==> src/rtl/mips_pkg.sv <==
// mips_pkg: shared definitions for the MIPS control path.
// Holds the multicycle FSM state encodings, ALU select codes, opcode and
// funct values, datapath mux select codes, and the control-word struct that
// the multicycle controller decodes from its state.
package mips_pkg;

  // FSM state encodings (also driven on the State debug output)
  localparam logic [3:0] S_FETCH   = 4'd0;
  localparam logic [3:0] S_DECODE  = 4'd1;
  localparam logic [3:0] S_MEMADR  = 4'd2;
  localparam logic [3:0] S_MEMRD   = 4'd3;
  localparam logic [3:0] S_MEMWB   = 4'd4;
  localparam logic [3:0] S_MEMWR   = 4'd5;
  localparam logic [3:0] S_EXECUTE = 4'd6;
  localparam logic [3:0] S_ALUWB   = 4'd7;
  localparam logic [3:0] S_BRANCH  = 4'd8;
  localparam logic [3:0] S_ADDIEX  = 4'd9;
  localparam logic [3:0] S_ADDIWB  = 4'd10;
  localparam logic [3:0] S_JUMP    = 4'd11;

  // ALU select codes
  localparam logic [3:0] ALU_AND = 4'b0000;
  localparam logic [3:0] ALU_OR  = 4'b0001;
  localparam logic [3:0] ALU_ADD = 4'b0010;
  localparam logic [3:0] ALU_SUB = 4'b0110;
  localparam logic [3:0] ALU_SLT = 4'b0111;

  // Opcodes (instruction bits [31:26])
  localparam logic [5:0] OP_RTYPE = 6'd0;
  localparam logic [5:0] OP_J     = 6'd2;
  localparam logic [5:0] OP_BEQ   = 6'd4;
  localparam logic [5:0] OP_ADDI  = 6'd8;
  localparam logic [5:0] OP_LW    = 6'd35;
  localparam logic [5:0] OP_SW    = 6'd43;

  // R-type funct values (instruction bits [5:0])
  localparam logic [5:0] F_ADD = 6'b100000;
  localparam logic [5:0] F_SUB = 6'b100010;
  localparam logic [5:0] F_AND = 6'b100100;
  localparam logic [5:0] F_OR  = 6'b100101;
  localparam logic [5:0] F_SLT = 6'b101010;

  // ALU B-operand select
  localparam logic [1:0] SRCB_REG    = 2'b00;
  localparam logic [1:0] SRCB_FOUR   = 2'b01;
  localparam logic [1:0] SRCB_IMM    = 2'b10;
  localparam logic [1:0] SRCB_IMM_SH = 2'b11;

  // PC source select
  localparam logic [1:0] PC_ALURES = 2'b00;
  localparam logic [1:0] PC_ALUOUT = 2'b01;
  localparam logic [1:0] PC_JUMP   = 2'b10;

  // Per-state control word. pcwrite/branch are internal; they combine with
  // Zero into PCEn at the top level.
  typedef struct packed {
    logic       iord;
    logic       memwrite;
    logic       irwrite;
    logic       regdst;
    logic       mtorfsel;
    logic       rfwe;
    logic       alusrca;
    logic [1:0] alusrcb;
    logic [1:0] pcsrc;
    logic       pcwrite;
    logic       branch;
    logic [3:0] alusel;
    logic       illegal;
  } ctrl_t;

  // True for opcodes the multicycle controller implements.
  function automatic logic is_known_op(input logic [5:0] op);
    return (op == OP_RTYPE) || (op == OP_LW) || (op == OP_SW) ||
           (op == OP_BEQ)   || (op == OP_ADDI) || (op == OP_J);
  endfunction

endpackage

==> src/rtl/alu_dec.sv <==
// alu_dec: R-type funct to ALU select decode, shared with the single-cycle
// control path.
// Ports:
//   funct   in  [5:0] instruction bits [5:0]
//   alusel  out [3:0] ALU select code (ALU_AND when funct is unsupported)
//   illegal out       high when funct is not one of ADD/SUB/AND/OR/SLT
module alu_dec
  import mips_pkg::*;
(
  input  logic [5:0] funct,
  output logic [3:0] alusel,
  output logic       illegal
);

  always_comb begin
    alusel  = ALU_AND;
    illegal = 1'b0;
    case (funct)
      F_ADD:   alusel = ALU_ADD;
      F_SUB:   alusel = ALU_SUB;
      F_AND:   alusel = ALU_AND;
      F_OR:    alusel = ALU_OR;
      F_SLT:   alusel = ALU_SLT;
      default: illegal = 1'b1;
    endcase
  end

endmodule

==> src/rtl/multicycle_ctrl.sv <==
// multicycle_ctrl: Moore FSM controller for a multicycle MIPS datapath
// (R-type, lw, sw, beq, addi, j).
// Ports:
//   clk, rst              clock; synchronous active-high reset
//   Opcode, funct         instruction fields from the instruction register
//   Zero                  ALU zero flag (used only in BRANCH)
//   MemReady              memory completion strobe
//   IorD .. ALUSrcA       single-bit datapath controls
//   ALUSrcB, PCSrc        datapath mux selects
//   PCEn                  PC load enable = PCWrite | (Branch & Zero)
//   ALUsel                ALU operation select
//   IllegalOp             one-cycle pulse on unsupported opcode/funct
//   State                 current FSM state, for debug
//
// Memory handshake: a memory state (FETCH, MEMRD, MEMWR) presents its access
// for as many cycles as MemReady is low and completes in the first cycle it
// samples MemReady high, including the cycle of entry. MemReady is ignored in
// every other state. With USE_MEM_READY=0 each memory access completes in
// one cycle.
module multicycle_ctrl
  import mips_pkg::*;
#(
  parameter bit USE_MEM_READY = 1'b1
) (
  input  logic       clk,
  input  logic       rst,
  input  logic [5:0] Opcode,
  input  logic [5:0] funct,
  input  logic       Zero,
  input  logic       MemReady,
  output logic       IorD,
  output logic       MemWrite,
  output logic       IRWrite,
  output logic       RegDst,
  output logic       MtoRFSel,
  output logic       RFWE,
  output logic       ALUSrcA,
  output logic [1:0] ALUSrcB,
  output logic [1:0] PCSrc,
  output logic       PCEn,
  output logic [3:0] ALUsel,
  output logic       IllegalOp,
  output logic [3:0] State
);

  logic [3:0] state_q;
  logic [3:0] state_d;
  ctrl_t      ctrl;
  logic       mem_rdy;
  logic       op_ok;
  logic [3:0] rtype_alusel;
  logic       funct_bad;

  assign mem_rdy = USE_MEM_READY ? MemReady : 1'b1;
  assign op_ok   = is_known_op(Opcode);

  alu_dec u_alu_dec (
    .funct   (funct),
    .alusel  (rtype_alusel),
    .illegal (funct_bad)
  );

  always_ff @(posedge clk) begin
    if (rst) state_q <= S_FETCH;
    else     state_q <= state_d;
  end

  // Next-state logic
  always_comb begin
    state_d = S_FETCH;
    case (state_q)
      S_FETCH:   state_d = mem_rdy ? S_DECODE : S_FETCH;
      S_DECODE: begin
        case (Opcode)
          OP_RTYPE:     state_d = S_EXECUTE;
          OP_LW, OP_SW: state_d = S_MEMADR;
          OP_BEQ:       state_d = S_BRANCH;
          OP_ADDI:      state_d = S_ADDIEX;
          OP_J:         state_d = S_JUMP;
          default:      state_d = S_FETCH;
        endcase
      end
      S_MEMADR:  state_d = (Opcode == OP_LW) ? S_MEMRD : S_MEMWR;
      S_MEMRD:   state_d = mem_rdy ? S_MEMWB : S_MEMRD;
      S_MEMWB:   state_d = S_FETCH;
      S_MEMWR:   state_d = mem_rdy ? S_FETCH : S_MEMWR;
      // An unsupported funct abandons the instruction before write-back.
      S_EXECUTE: state_d = funct_bad ? S_FETCH : S_ALUWB;
      S_ALUWB:   state_d = S_FETCH;
      S_BRANCH:  state_d = S_FETCH;
      S_ADDIEX:  state_d = S_ADDIWB;
      S_ADDIWB:  state_d = S_FETCH;
      S_JUMP:    state_d = S_FETCH;
      default:   state_d = S_FETCH;
    endcase
  end

  // Moore output decode; every control not named in a state stays 0.
  always_comb begin
    ctrl = '0;
    case (state_q)
      S_FETCH: begin
        ctrl.alusrcb = SRCB_FOUR;
        ctrl.alusel  = ALU_ADD;
        ctrl.pcsrc   = PC_ALURES;
        // IR and PC load only when the instruction word has arrived.
        ctrl.irwrite = mem_rdy;
        ctrl.pcwrite = mem_rdy;
      end
      S_DECODE: begin
        ctrl.alusrcb = SRCB_IMM_SH;
        ctrl.alusel  = ALU_ADD;
        ctrl.illegal = ~op_ok;
      end
      S_MEMADR: begin
        ctrl.alusrca = 1'b1;
        ctrl.alusrcb = SRCB_IMM;
        ctrl.alusel  = ALU_ADD;
      end
      S_MEMRD: ctrl.iord = 1'b1;
      S_MEMWB: begin
        ctrl.mtorfsel = 1'b1;
        ctrl.rfwe     = 1'b1;
      end
      S_MEMWR: begin
        ctrl.iord     = 1'b1;
        ctrl.memwrite = 1'b1;
      end
      S_EXECUTE: begin
        ctrl.alusrca = 1'b1;
        ctrl.alusrcb = SRCB_REG;
        ctrl.alusel  = rtype_alusel;
        ctrl.illegal = funct_bad;
      end
      S_ALUWB: begin
        ctrl.regdst = 1'b1;
        ctrl.rfwe   = 1'b1;
      end
      S_BRANCH: begin
        ctrl.alusrca = 1'b1;
        ctrl.alusrcb = SRCB_REG;
        ctrl.alusel  = ALU_SUB;
        ctrl.branch  = 1'b1;
        ctrl.pcsrc   = PC_ALUOUT;
      end
      S_ADDIEX: begin
        ctrl.alusrca = 1'b1;
        ctrl.alusrcb = SRCB_IMM;
        ctrl.alusel  = ALU_ADD;
      end
      S_ADDIWB: ctrl.rfwe = 1'b1;
      S_JUMP: begin
        ctrl.pcsrc   = PC_JUMP;
        ctrl.pcwrite = 1'b1;
      end
      default: ;
    endcase
  end

  assign IorD     = ctrl.iord;
  assign RegDst   = ctrl.regdst;
  assign MtoRFSel = ctrl.mtorfsel;
  assign ALUSrcA  = ctrl.alusrca;
  assign ALUSrcB  = ctrl.alusrcb;
  assign PCSrc    = ctrl.pcsrc;
  assign ALUsel   = ctrl.alusel;
  assign State    = state_q;

  // State-changing strobes are suppressed during reset so a reset that lands
  // mid-instruction cannot corrupt memory, registers or the PC.
  assign MemWrite  = ctrl.memwrite & ~rst;
  assign IRWrite   = ctrl.irwrite  & ~rst;
  assign RFWE      = ctrl.rfwe     & ~rst;
  assign IllegalOp = ctrl.illegal  & ~rst;
  assign PCEn      = (ctrl.pcwrite | (ctrl.branch & Zero)) & ~rst;

endmodule

==> config.mk <==
export PLATFORM = sky130hd
export DESIGN_NAME = multicycle_ctrl
export DESIGN_NICKNAME = d
export VERILOG_FILES = /design/src/rtl/mips_pkg.sv /design/src/rtl/alu_dec.sv /design/src/rtl/multicycle_ctrl.sv
export SDC_FILE = /design/constraint.sdc
export NUM_CORES = 1
export LEC_CHECK = 0
export BUFFER_PORTS_ARGS = -buffer_cell sky130_fd_sc_hd__buf_2
export CORE_MARGIN = 2
export CORE_UTILIZATION = 30
export DETAILED_ROUTE_END_ITERATION = 6
export SLEW_MARGIN = 20
export SYNTH_ARGS = -nofsm -noshare
export SYNTH_HDL_FRONTEND = slang
export SYNTH_HIERARCHICAL = 1
export SYNTH_SLANG_ARGS = --single-unit
==> constraint.sdc <==
create_clock -name clk -period 1.4 [get_ports clk]
set_input_delay 0.14 -clock clk [delete_from_list [all_inputs] [get_ports clk]]
set_output_delay 0.14 -clock clk [all_outputs]
set_load 0.05 [all_outputs]
==> out/qor.yml <==
setup_path:
  worst_setup_path_start_kind: "register"
  path_class: "reg -> out"
  critPathMaxStageDelay_ns: 0.36
  cp_max_fo: 5
  crit_family: "simple AND/OR/NAND/NOR gates"
  arrival_ns: 1.43
  cp_slowest_cell: "dfxtp_4"
  critPathRequiredTime_ns: 1.26
  worst_setup_path_end_kind: "primary output"
  path_cells: "or2_4 -> buf_4 -> nor4b_4 -> buf_6"
  critPathBufInv: 2
layout:
  largest_reg_flops: 4
  stdcell_count: 193
  fin_nets: 183
  stdcell_area_mm2: 0.00149
  diodes: 0
  area_delta_synth_final_pct: 122
  drive_above_1_share: 0.685
  fin_util: 0.686
clock_tree:
  clock_latency_ns: 0.23
  cts_tree: "done"
  clkSinkCount: 4
  cts_buffers: 3
  holdBufCountCts: 0
  cts.path.max_buffers: 2
  root_buffer: "clkbuf_4"
  path_clk_slew_ns: 0.04
  cts_max_level: 1
route:
  wl_mm: 2.72
  vias: 1012
  drt_iter0_markers: 15
  wire_per_inst_um: 14.1
  ant_nets: 0
  viasPerCell: 5.24
  dr.pass1.iters: 4
  drc: 0
status:
  outcome: "finished with violations"
  violations: "setup timing"
pwr:
  ir_worst_vdd_mv: 0.310
  cellLeakagePower_nw: 0.618
  total_power_mw: 0.524
  p_seq_frac: 0.220
  swShare: 0.368
  intPower_mw: 0.331
  power_density_mw_per_mm2: 352
  combPwrFrac: 0.506
  p_clk_frac: 0.274
  p_switching_mw: 0.193
synth:
  netlist_area_um2: 671
  synth.most_common_cell: "nor2_1"
  netlist_top_cells_area: "dfxtp_1, a21oi_1, nand2b_1, nor2_1, o21ai_0"
  async_flop_share: 0
  synth-edff-count: 0
  synth_nets: 116
  syn_avg_cell_area_um2: 6.71
  yosysTopAreaCellShare: 0.119
  synth_cells: 100
  synth-main-ff-cell: "dfxtp_1"
  ys_ff_latch: 4
  synth_common_cells: "nor2_1, a21oi_1, nand2b_1"
  netlist-cell-type-count: 35
  ys_seq_area_frac: 0.119
  yosysWarnings: 6
  yosys.area.top_type: "dfxtp_1"
die:
  fp-row-count: 17
  dieWidth_um: 51.3
  start_util: 0.309
  dieHeight_um: 51.3
  ios: 37
  die-area_mm2: 0.00263
  core_mm2: 0.00217
sta:
  setup_viol: 10
  clock.fmax_ghz: 0.637
  finalClockSkew_ns: 0.00166
  tns_ns: -0.790
  whs_ns: 0.182
  setup_ws_ns: -0.169
  hold_viol_final: 0
  period_minus_slack_ns: 1.57
  fin_crit_sh: 1.12
  slew_viol_final: 0
  grt_setup_unrepaired: "true"
place:
  dp.cells: 185
  dp_hpwl_mm: 1.91
  place_congestion: 0.886
  dp_slack_ns: -0.0844
  dpl_cell_area_mm2: 0.00117
  numPortBuffers: 35
worst_hold_path:
  hold_class: "in -> reg"
global_routing:
  grt.overflow.total: 0
  grt.total_usage: 0.223
  antenna_found_initial: 0
  grt_max_degree: 8
  grt_pass1_vias: 998
  grt_pass1_wl_mm: 4.47
run:
  max_cap_violations: 0
==> final cells by class <==
class | instances | area [µm²]
inverter | 3 | 16.3
clock buffer | 3 | 22.5
tap | 28 | 35.0
sequential | 4 | 95.1
timing repair buffer | 68 | 584
multi-input combinational | 87 | 736
fill | 189 | 681
==> metal layers <==
layer / GRT usage / share of wire / vias to the layer above / wire length (µm)
li1: - / - / 501 / -
met1: 0.265 / 0.42 / 484 / 1160
met2: 0.424 / 0.54 / 25 / 1460
met3: 0.0234 / 0.035 / 2 / 95
met4: 0.0526 / 0.0026 / 0 / 7
met5: 0 / 0 / - / 0
==> power by group through the flow <==
stage          sequential [mW]  combinational, mW  clock, mW
3_5_place_dp             0.117              0.219          0
6_report                 0.115              0.265      0.144
3_3_place_gp             0.118              0.214          0
4_1_cts                  0.117              0.251      0.152
5_1_grt                  0.115              0.283      0.162
2_1_floorplan            0.124              0.119          0
==> cells in the final DEF (no fill, tap or decap), drive strengths merged, types with 4 or more instances in the layout <==
| cell type | n |
|---|---|
| buf | 68 |
| nor2 | 12 |
| a21oi | 11 |
| nand2b | 8 |
| nand2 | 7 |
| o21ai | 6 |
| nor3 | 5 |
| dfxtp | 4 |
==> cells by family (layout without fill, tap and decap cells) <==
| family | after synthesis | after routing | synth area share |
|---|---|---|---|
| XOR/XNOR | 3 | 3 | 0.0392 |
| other | 1 | 1 | 0.00559 |
| flip-flops | 4 | 4 | 0.119 |
| AO/OA/AOI/OAI | 28 | 28 | 0.271 |
| multiplexers | 1 | 1 | 0.0168 |
| buffers and inverters | 9 | 74 | 0.0839 |
| AND/OR/NAND/NOR | 54 | 54 | 0.465 |
==> worst paths after layout <==
| check | start | to | slack [ns] | cells after the start |
|---|---|---|---|---|
| setup reg to reg | State[0] | State[1] | 0.07 | 5 |
| hold reg to reg | State[2] | State[3] | 0.61 | 2 |
| setup / recovery | State[1] | IRWrite | -0.17 | 4 |
| hold / removal | rst | State[3] | 0.18 | 2 |
==> timing repair <==
action / CTS / global route
pin swaps: 7 / 3
setup buffers: 4 / 1
setup endpoints to repair: 16 / 17
gates resized for setup: 53 / 14
Power figures use the tool's default switching activity.
